==> config.mk <==
export PLATFORM = sky130hd
export DESIGN_NAME = seq_decoder
export DESIGN_NICKNAME = d
export VERILOG_FILES = /design/src/rtl/seq_decoder.sv
export SDC_FILE = /design/constraint.sdc
export NUM_CORES = 1
export LEC_CHECK = 0
export ABC_CLOCK_PERIOD_IN_PS = 3800
export BUFFER_PORTS_ARGS = -buffer_cell sky130_fd_sc_hd__buf_4
export CORE_MARGIN = 3
export CORE_UTILIZATION = 50
export DETAILED_ROUTE_END_ITERATION = 8
export PLACE_DENSITY = 0.72
export SYNTH_ARGS = -nofsm -noshare
export SYNTH_HDL_FRONTEND = slang
export SYNTH_SLANG_ARGS = --single-unit
==> constraint.sdc <==
create_clock -name clk -period 3.8 [get_ports clk]
set_input_delay 0.19 -clock clk [delete_from_list [all_inputs] [get_ports clk]]
set_output_delay 0.19 -clock clk [all_outputs]
set_load 0.02 [all_outputs]
==> src/rtl/seq_decoder.sv <==
// One-hot line decoder with three behaviours: static hold, single-cycle pulse,
// and a timed scan that walks every line with a programmable dwell.
module seq_decoder #(
   parameter int N       = 3,
   parameter int DWELL_W = 4
) (
   input  logic               clk,
   input  logic               rst_n,
   input  logic               en_n,
   input  logic [1:0]         mode,
   input  logic [N-1:0]       addr,
   input  logic               addr_valid,
   output logic               addr_ready,
   input  logic [DWELL_W-1:0] dwell,
   output logic [2**N-1:0]    d,
   output logic               busy,
   output logic               wrap
);

   localparam int L = 2**N;
   localparam logic [1:0] MODE_STATIC = 2'b00;
   localparam logic [1:0] MODE_PULSE  = 2'b01;
   localparam logic [1:0] MODE_SCAN   = 2'b10;
   localparam logic [1:0] MODE_RSVD   = 2'b11;
   localparam logic [N-1:0]       IDX_ONE = 1;
   localparam logic [DWELL_W-1:0] CNT_ONE = 1;
   localparam logic [L-1:0]       LINE0   = 1;

   typedef enum logic [1:0] {IDLE, HOLD, SCAN} state_t;

   state_t             state, state_nxt;
   logic [N-1:0]       index, index_nxt;
   logic [DWELL_W-1:0] counter, counter_nxt;
   logic [DWELL_W-1:0] dwell_reg, dwell_nxt;
   logic [L-1:0]       d_nxt;
   logic               busy_nxt, wrap_nxt;
   logic               accept;

   // rst_n is folded in because state already reads IDLE while reset is held
   assign addr_ready = rst_n && !en_n && (state != SCAN) && (mode != MODE_RSVD);
   assign accept     = addr_valid && addr_ready;

   always_ff @(posedge clk or negedge rst_n) begin
      if (!rst_n) begin
         state     <= IDLE;
         index     <= '0;
         counter   <= '0;
         dwell_reg <= '0;
         d         <= '0;
         busy      <= 1'b0;
         wrap      <= 1'b0;
      end else begin
         state     <= state_nxt;
         index     <= index_nxt;
         counter   <= counter_nxt;
         dwell_reg <= dwell_nxt;
         d         <= d_nxt;
         busy      <= busy_nxt;
         wrap      <= wrap_nxt;
      end
   end

   always_comb begin
      state_nxt   = state;
      index_nxt   = index;
      counter_nxt = counter;
      dwell_nxt   = dwell_reg;
      d_nxt       = d;
      busy_nxt    = 1'b0;
      wrap_nxt    = 1'b0;

      if (en_n) begin
         state_nxt   = IDLE;
         counter_nxt = '0;
         d_nxt       = '0;
      end else if (state == SCAN) begin
         if (mode != MODE_SCAN) begin
            state_nxt = IDLE;
            d_nxt     = '0;
         end else if (counter == '0) begin
            index_nxt   = index + IDX_ONE;
            counter_nxt = dwell_reg;
            d_nxt       = LINE0 << (index + IDX_ONE);
            wrap_nxt    = &index;
            busy_nxt    = 1'b1;
         end else begin
            counter_nxt = counter - CNT_ONE;
            busy_nxt    = 1'b1;
         end
      end else if (accept) begin
         d_nxt = LINE0 << addr;
         case (mode)
            MODE_STATIC: state_nxt = HOLD;
            MODE_PULSE:  state_nxt = IDLE;
            MODE_SCAN: begin
               state_nxt   = SCAN;
               index_nxt   = addr;
               counter_nxt = dwell;
               dwell_nxt   = dwell;
               busy_nxt    = 1'b1;
            end
            default:     state_nxt = state;
         endcase
      end else if (state == IDLE) begin
         // IDLE only shows a line for the single cycle after a pulse accept
         d_nxt = '0;
      end
   end

endmodule

Yosys cells after proc, flatten, opt, wreduce, memory -nomap -nowiden. Index checks and enable logic that the tools add are counted.

Memories: 0. ROM bits: 0. Bits in registers: 23. RAM bits: 0. Latch bits: 0. Word-level logic and storage cells: 75.

Magnitude comparators: 0. Multipliers: 0. Multiplexer cells: 31. Div/mod/pow operators: 0. Reductions and logical operators: 20. Bitwise operators: 2. Add/sub/neg operators: 2. Equality and inequality tests: 11. Shift operators: 2.

Operator list (number): two-way mux 8 bit (6); two-way mux 4 bit (6); left shift 1 x 3 -> 8 bit (first input constant) (2); two-way mux 3 bit (5); two-way mux 1 bit (9); AND reduction 3 bit (3); two-way mux 2 bit (4); != test 2 bit (second input constant) (4); case mux 2 bit (3 select lines) (1); nonzero test 3 bit (2); AND reduction 5 bit (1); nonzero test 5 bit (1); equality test 2 bit (second input constant) (2); logical AND 1 bit (4); zero test 2 bit (2); zero test 4 bit (1); != test 4 x 2 -> 1 bit (second input constant) (1); AND reduction 4 bit (1); nonzero test 2 bit (2); nonzero test 4 bit (1); subtractor 4 x 1 -> 4 bit (second input constant) (1); adder 3 x 1 -> 3 bit (second input constant) (1); != test 3 x 2 -> 1 bit (second input constant) (1); != test 3 bit (second input constant) (1); 5 further kinds (6).

Logic depth before layout (Yosys ltp). Gate-level depths: netlist of run 1.

Word-level depth: 8. Mapped depth: 7. Mapped depth without buffers: 6.

Least setup slack after synthesis of run 1. OpenSTA, ideal clock, no wires.

Path type: register to register. Start point: reg counter[0]. End point: reg d[0]. Period minus slack after synthesis: 1.909 ns. Setup time: 0.125 ns. Setup slack: 1.891 ns. Cell stages (with the launch flop): 8. Buffers on the path: 1. Arrival time: 1.784 ns. Required time: 3.675 ns. Cells stage by stage: dfrtp_1 > inv_1 > ha_1 > or3b_1 > buf_6 > a32oi_4 > nor2_4 > mux2_4.

Word-level cells in the longest chain between the ends: 3.

RTL lines: start, declared (RTL line 33) `logic [DWELL_W-1:0] counter, counter_nxt;`; start signal, assigned (RTL line 55) `counter <= counter_nxt;`; zero test 4 bit (RTL line 80) `end else if (counter == '0) begin`; != test 4 x 2 -> 1 bit (no source line); AND reduction 2 bit (no source line); end signal, assigned (RTL line 57) `d <= d_nxt;`; end, declared (RTL line 15) `output logic [2**N-1:0] d,`.

No other way between the ends. A chain may end at the register's enable or synchronous reset.

Worst setup path after layout of run 1.
Start point: in rst_n. End point: reg d[6].

Word-level cells in the longest chain between the ends: 7. Elaborated cells between the ends (all ways): 9. Classes of those cells: 3 x mux; 6 x reduce/logical.

RTL lines: start, declared (RTL line 8) `input logic rst_n,`; logical AND 1 bit * (3 in a row) (RTL line 40) `assign addr_ready = rst_n && !en_n && (state != SCAN) && (mode != MODE_RSVD);`; logical AND 1 bit * (RTL line 41) `assign accept = addr_valid && addr_ready;`; two-way mux 8 bit (RTL line 90) `end else if (accept) begin`; two-way mux 8 bit (RTL line 76) `end else if (state == SCAN) begin`; two-way mux 8 bit (RTL line 72) `if (en_n) begin`.

Every way passes the cells marked *; elsewhere a longest branch is shown, timed or not.

==> results of run 1 <==
[power by group]
group | switching (uW) | leakage [uW] | internal (uW)
combinational | 59.0 | 0.000461 | 52.4
clock | 75.1 | 0.0000150 | 41.0
sequential | 18.0 | 0.000307 | 265
[layout make-up]
type	instances	share of cell area [%]
clock buffer	4	1.58
inverter	8	1.81
multi-input combinational	95	48.7
sequential	23	34.6
tap	30	2.26
timing repair buffer	24	11.0
[kinds of logic after synthesis]
| logic type | Yosys count | share of synthesized area [%] |
|---|---|---|
| AND/OR/NAND/NOR | 36 | 14.5 |
| AO/OA/AOI/OAI | 32 | 17.9 |
| flip-flops | 23 | 40.0 |
| multiplexers | 15 | 13.7 |
| buffers and inverters | 11 | 3.74 |
| adder cells (fa/ha/maj) | 11 | 9.57 |
| XOR/XNOR | 1 | 0.609 |
[cell usage after synthesis, types with 2 or more instances]
cell	n	share of area (%)
mux2_4	8	8.3
a22o_1	7	4.3
nand2b_1	4	1.7
mux2i_1	2	1.4
nand2_1	5	1.3
mux2_2	5	3.9
a21oi_1	5	1.7
dfrtp_1	23	40
inv_1	8	2.1
nand3b_1	2	1.0
o21ai_0	4	1.4
a211oi_1	4	2.1
a32o_1	2	1.4
nand3_1	2	0.70
a221o_1	2	1.4
nor4_1	2	0.87
ha_1	11	9.6
nor2_1	9	2.3
nor2b_1	3	1.3
[placed cells by master, fill, tap and decap left out, types with 2 or more instances in the layout]
cell type and n:
o21ai_0 4, clkbuf_4 3, mux2i_1 2, ha_1 11, nand2_1 5, nor2b_1 3
nor4_1 2, nand3_1 2, a32o_1 2, mux2_4 8, nor2_1 9, nand3b_1 2
a221o_1 2, a21oi_1 5, buf_4 23, a22o_1 7, nand2b_1 4, a211oi_1 4
dfrtp_1 23, inv_1 8, mux2_2 5
[metal layers]
| metal | up-vias | routed length, um | global-route usage, % |
|---|---|---|---|
| met5 | - | 0 | 0 |
| met1 | 524 | 1390 | 26.3 |
| met3 | 5 | 211 | 2.83 |
| met2 | 43 | 1330 | 28.7 |
| li1 | 527 | - | - |
| met4 | 0 | 32 | 4.75 |
[path summary, 6_finish.rpt]
kind	start	end	slack [ps]	cells after the start
max in group asynchronous	rst_n	index[1]$_DFFE_PN0P_	3270	2
worst max register to register	counter[0]$_DFFE_PN0P_	d[6]$_DFFE_PN0P_	1710	6
worst min register to register	dwell_reg[3]$_DFFE_PN0P_	dwell_reg[3]$_DFFE_PN0P_	520	1
min in group asynchronous	rst_n	wrap$_DFF_PN0_	290	2
worst max-delay path	rst_n	d[6]$_DFFE_PN0P_	1710	6
worst min-delay path	dwell[0]	dwell_reg[0]$_DFFE_PN0P_	110	2
[per-stage QoR]
| stage | utilization, % | total power [uW] | setup WS (ps) | instances | cell area (um2) |
|---|---|---|---|---|---|
| 2_1_floorplan | - | 359 | 1890 | 129 | 1440 |
| 3_3_place_gp | 62.2 | 394 | 1820 | 179 | 1630 |
| 3_5_place_dp | 62.2 | 399 | 1750 | 179 | 1630 |
| 4_1_cts | 63.6 | 518 | 1690 | 184 | 1660 |
| 5_1_grt | 63.6 | 543 | 1530 | 184 | 1660 |
| 6_report | 63.6 | 511 | 1710 | 184 | 1660 |
[worst max-delay path, cell delays in order]
cell and delay, ps:
dlygate4sd3_1 520, buf_4 300, nand3b_1 310, nor4_1 600, a32o_1 280, mux2_4 140
==> parameters.txt, run 1 <==
Parameter                              Value

Die
  Placement Rows ... 18
  I/O pins ... 24
  Initial Utilization ... 55.1%
  Core box area ... 0.00261 mm2
  Die extent in y ... 59.6 um
  Chip Width ... between 50 and 60 um
  Die area ... 0.00356 mm2

Detailed routing
  Vias after detailed routing ... 1099
  Avg Vias per Cell ... 5.97
  Remaining antenna violation count ... 0
  Residual DRC count ... 0
  Count of routing violations after the opening detailed-route iteration ... 44
  Routed wire length per instance ... roughly 16 um
  Length of the first detailed-routing pass in iterations ... 4
  Final wirelength ... 2.97 mm

Clock network
  Worst-path clk slew ... 130 ps
  Post-CTS Repair Setup Buffers ... 0
  Clk sinks ... 23
  Clock tree from TritonCTS ... done
  Maximum clock insertion buffer count ... 2
  Source-to-sink clock delay at the later pin of the worst-skew pair ... 310 ps
  Cell at the root of the clock tree ... clkbuf_4
  Number of gates given a new drive strength after cts ... 0
  Count of H-tree levels built during CTS ... 1
  Cts hold-fix bufs ... 1
  Number of clock buffers inserted by TritonCTS ... 3

Layout
  Number of flip-flops in the largest register ... 8
  Layout area overhead ... 15.5%
  Multi-input gate area in the final layout ... 810 um2
  Number of filler cells placed in the layout ... between 200 and 250
  Sequential cell area in the final layout ... 576 um2
  Final net count ... 179
  Number of diodes added for antenna fixing ... 0
  Layout cells sized above 1 ... 27.9%

Timing
  Relative max-transition margin ... approximately 55%
  Actual transition at the worst max-transition pin ... 674 ps
  Skew final ... 2.58 ps
  Maximum clock frequency ... 0.478 GHz
  Setup Viol. Count Final ... 0
  Period Utilization, post-route ... 55.1%
  Setup repair after global routing missed its margin ... false
  Post-route setup TNS ... 0 ps
  Final hold violation count ... 0
  Final Hold Slack ... 114 ps
  Shortest clock period the worst path allows after layout ... 2090 ps
  Max-slew violation count ... 0

Global route
  Maximum number of pins on one net before global-route repair ... 27
  Overall overflow remaining after global route ... 0
  Gr usage total ... 18.4%
  Antenna violations before repair ... 0
  Vias in the first global route ... 1094
  Wire length of the first global-routing pass ... roughly 5.0 mm

Yosys
  Number of instances in the synthesized netlist ... 129
  Post-synthesis sequential area ratio ... 40.0%
  Fraction of synthesis flops using an asynchronous set or reset pin ... 100%
  EDFF count, synth ... 0
  Warnings from Yosys ... 0
  Post-synth design cell area ... between 0.001 and 0.0015 mm2
  Number of nets produced by synthesis ... approximately 150
  Synth cell types ... 40
  Average size of a mapped cell ... between 10 and 15 um2
  Most used DFF post-synth ... dfrtp_1
  Total of flip-flops plus latches after synthesis ... 23

Worst setup path
  Peak fanout along the critical path ... 26
  Required time at the worst-slack endpoint ... a little over 4000 ps
  Kind of start point of the critical path ... primary input
  Kind of critical path ... primary input to register
  Crit. End Element ... register
  Data arrival at the endpoint of the critical path ... 2360 ps

Worst hold path
  Class of the tightest hold or removal check ... primary input to register

Power
  Static leakage power ... 0.000783 uW
  PD cells ... just over 300 mW/mm2
  Maximum ir drop on the vdd rail ... 0.205 mV

Placement
  Dpl hpwl ... 2.27 mm
  Routability congestion estimate from global placement ... 0.883
  IO Port Bufs ... 23

Outcome
  Outcome ... finished, final reports clean

Flow run
  Total of max-cap violations ... 0
No activity file was read; power rests on OpenSTA's default activity.
==> run 2, diff against run 1 <==
ABC_CLOCK_PERIOD_IN_PS = 1750   (was 3800)
PLACE_DENSITY = 0.75   (was 0.72)
clock period = 1.75 ns   (was 3.8 ns; I/O delays follow)
==> parameters.txt, run 2 (synthesized netlist as in run 1, its figures left out) <==
Parameter                              Value

Outcome
  Outcome ... complete, but fails checks
  Violations in the final reports ... negative setup slack

Worst setup path
  Combined buffer and inverter count along the critical path ... 1
  Critical path's slowest cell ... dfrtp_1
  Delay-heaviest family, CP ... simple AND/OR/NAND/NOR gates
  Cell Chain, Critical Path ... inv_2, ha_4, or3b_4, a32oi_4, nor2_4, mux2_4
  Kind of critical path ... register to register
  Required time at the worst-slack endpoint ... 1960 ps
  Crit. End Element ... register
  Kind of start point of the critical path ... register
  Peak fanout along the critical path ... 8
  Data arrival at the endpoint of the critical path ... 2000 ps
  Delay contributed by the slowest stage of the critical path ... 420 ps

Detailed routing
  Residual DRC count ... 0
  Avg Vias per Cell ... approximately 5.7
  Length of the first detailed-routing pass in iterations ... 4
  Routed wire length per instance ... ~15 um
  Vias after detailed routing ... roughly 1200
  Remaining antenna violation count ... 0
  Count of routing violations after the opening detailed-route iteration ... 43
  Final wirelength ... 3.32 mm

Power
  Switching part of the total power ... 30.1%
  Static leakage power ... approximately 0.00094 uW
  Combinational fraction of design power ... 28.0%
  Share of total power in the clock network ... 21.5%
  Maximum ir drop on the vdd rail ... 0.532 mV
  Total power consumption of the routed design ... 1190 uW
  Net Sw Power ... 359 uW
  Flop pwr share ... 50.5%
  PD cells ... 612 mW/mm2
  Internal Pwr Total ... 834 uW

Global route
  Wire length of the first global-routing pass ... just over 5 mm
  Antenna violations before repair ... 0
  Maximum number of pins on one net before global-route repair ... 26
  Gr usage total ... 19.1%
  Vias in the first global route ... 1126
  Overall overflow remaining after global route ... 0

Timing
  Max-slew violation count ... 0
  Post-layout worst setup margin ... -41.5 ps
  Final hold violation count ... 0
  Relative max-transition margin ... 69.1%
  Skew final ... 11.4 ps
  Maximum clock frequency ... 0.558 GHz
  Setup Viol. Count Final ... 9
  Shortest clock period the worst path allows after layout ... 1790 ps
  Period Utilization, post-route ... 102%
  Setup repair after global routing missed its margin ... true
  Actual transition at the worst max-transition pin ... 462 ps

Placement
  Dpl hpwl ... 2.53 mm
  Setup slack at placement ... -67.9 ps
  Routability congestion estimate from global placement ... 0.869
  IO Port Bufs ... 23

Layout
  Number of flip-flops in the largest register ... 8
  Leading cell types in the layout, fill and taps excluded ... 48 x buf_4, 23 x dfrtp_1, 10 x ha_1, 9 x mux2_4
  Utilization after layout ... between 70% and 80%
  Layout cells sized above 1 ... 42.9%
  Number of filler cells placed in the layout ... 178
  Most common library cell in the layout ignoring fill and taps ... buf_4
  Layout area overhead ... 35.6%
  Final net count ... around 210
  Number of diodes added for antenna fixing ... 0

Clock network
  Cell at the root of the clock tree ... clkbuf_4
  Worst-path clk slew ... about 140 ps
  Maximum clock insertion buffer count ... 2
  Clk sinks ... 23
  Clock tree from TritonCTS ... done
  Source-to-sink clock delay at the later pin of the worst-skew pair ... 320 ps
  Count of H-tree levels built during CTS ... 1
  Number of clock buffers inserted by TritonCTS ... 3

Worst hold path
  Class of the tightest hold or removal check ... primary input to register

Die
  I/O pins ... 24
  Die extent in y ... 59.6 um
  Die area ... between 0.003 and 0.004 mm2
  Chip Width ... 59.6 um
  Core box area ... 0.00261 mm2
  Initial Utilization ... 55.1%
  Placement Rows ... 18

Flow run
  Total of max-cap violations ... 0
[run 2: changes by cell type in the layout (fill, tap and decap cells not counted), sizes merged]
cell	change
buf	+26
dlygate4sd3	+4
[run 2: layout make-up]
cell class | count | area [um2] | area share [%]
repair buffers | 54 | 422 | 21.6
clock buffers | 4 | 26.3 | 1.35
well taps | 30 | 37.5 | 1.92
inverters | 8 | 30.0 | 1.54
flip-flops and latches | 23 | 576 | 29.5
multi-input cells | 95 | 860 | 44.1
[run 2: path summary, 6_finish.rpt]
path	slack (ps)	endpoint	startpoint	cells after the start
max	-40	d[6]$_DFFE_PN0P_	counter[0]$_DFFE_PN0P_	6
max in group asynchronous	1210	state[0]$_DFFE_PN0P_	rst_n	3
min	30	state[0]$_DFFE_PN0P_	en_n	2
min in group asynchronous	290	counter[2]$_DFFE_PN0P_	rst_n	3
max reg2reg	-40	d[6]$_DFFE_PN0P_	counter[0]$_DFFE_PN0P_	6
min reg2reg	520	dwell_reg[3]$_DFFE_PN0P_	dwell_reg[3]$_DFFE_PN0P_	1
[run 2: through the flow]
step | instances | cell area, um2 | hold slack, ps | TNS (ps)
global placement | 202 | 1810 | 113 | -114
global route | 214 | 1950 | 19.5 | -793
floorplan | 129 | 1450 | -208 | -806
finish | 214 | 1950 | 34.0 | -294
detailed placement | 202 | 1810 | 119 | -485
CTS | 212 | 1890 | 1.18 | -86.1
[run 2: what timing repair did]
action / 4_1_cts / 5_1_grt
cloned: 0 / 0
pin swaps: 2 / 1
hold buffers: 4 / 1
hold endpoints to repair: 27 / 1
gates resized for setup: 1 / 9
buffers inserted: 2 / 1
endpoints found under the setup margin: 11 / 13
[run 2: power groups by stage]
stage / registers [uW] / logic, uW / clock network, uW
floorplan: 618 / 163 / 0
global placement: 609 / 286 / 0
detailed placement: 612 / 301 / 0
CTS: 601 / 312 / 261
global route: 609 / 367 / 287
finish: 602 / 334 / 256
[run 2: metal layers]
metal  wire length (um)  global-route usage, %
met1               1440                   25.9
met2               1620                   30.2
met3                216                   2.83
met4                 37                   7.59
met5                  0                      0
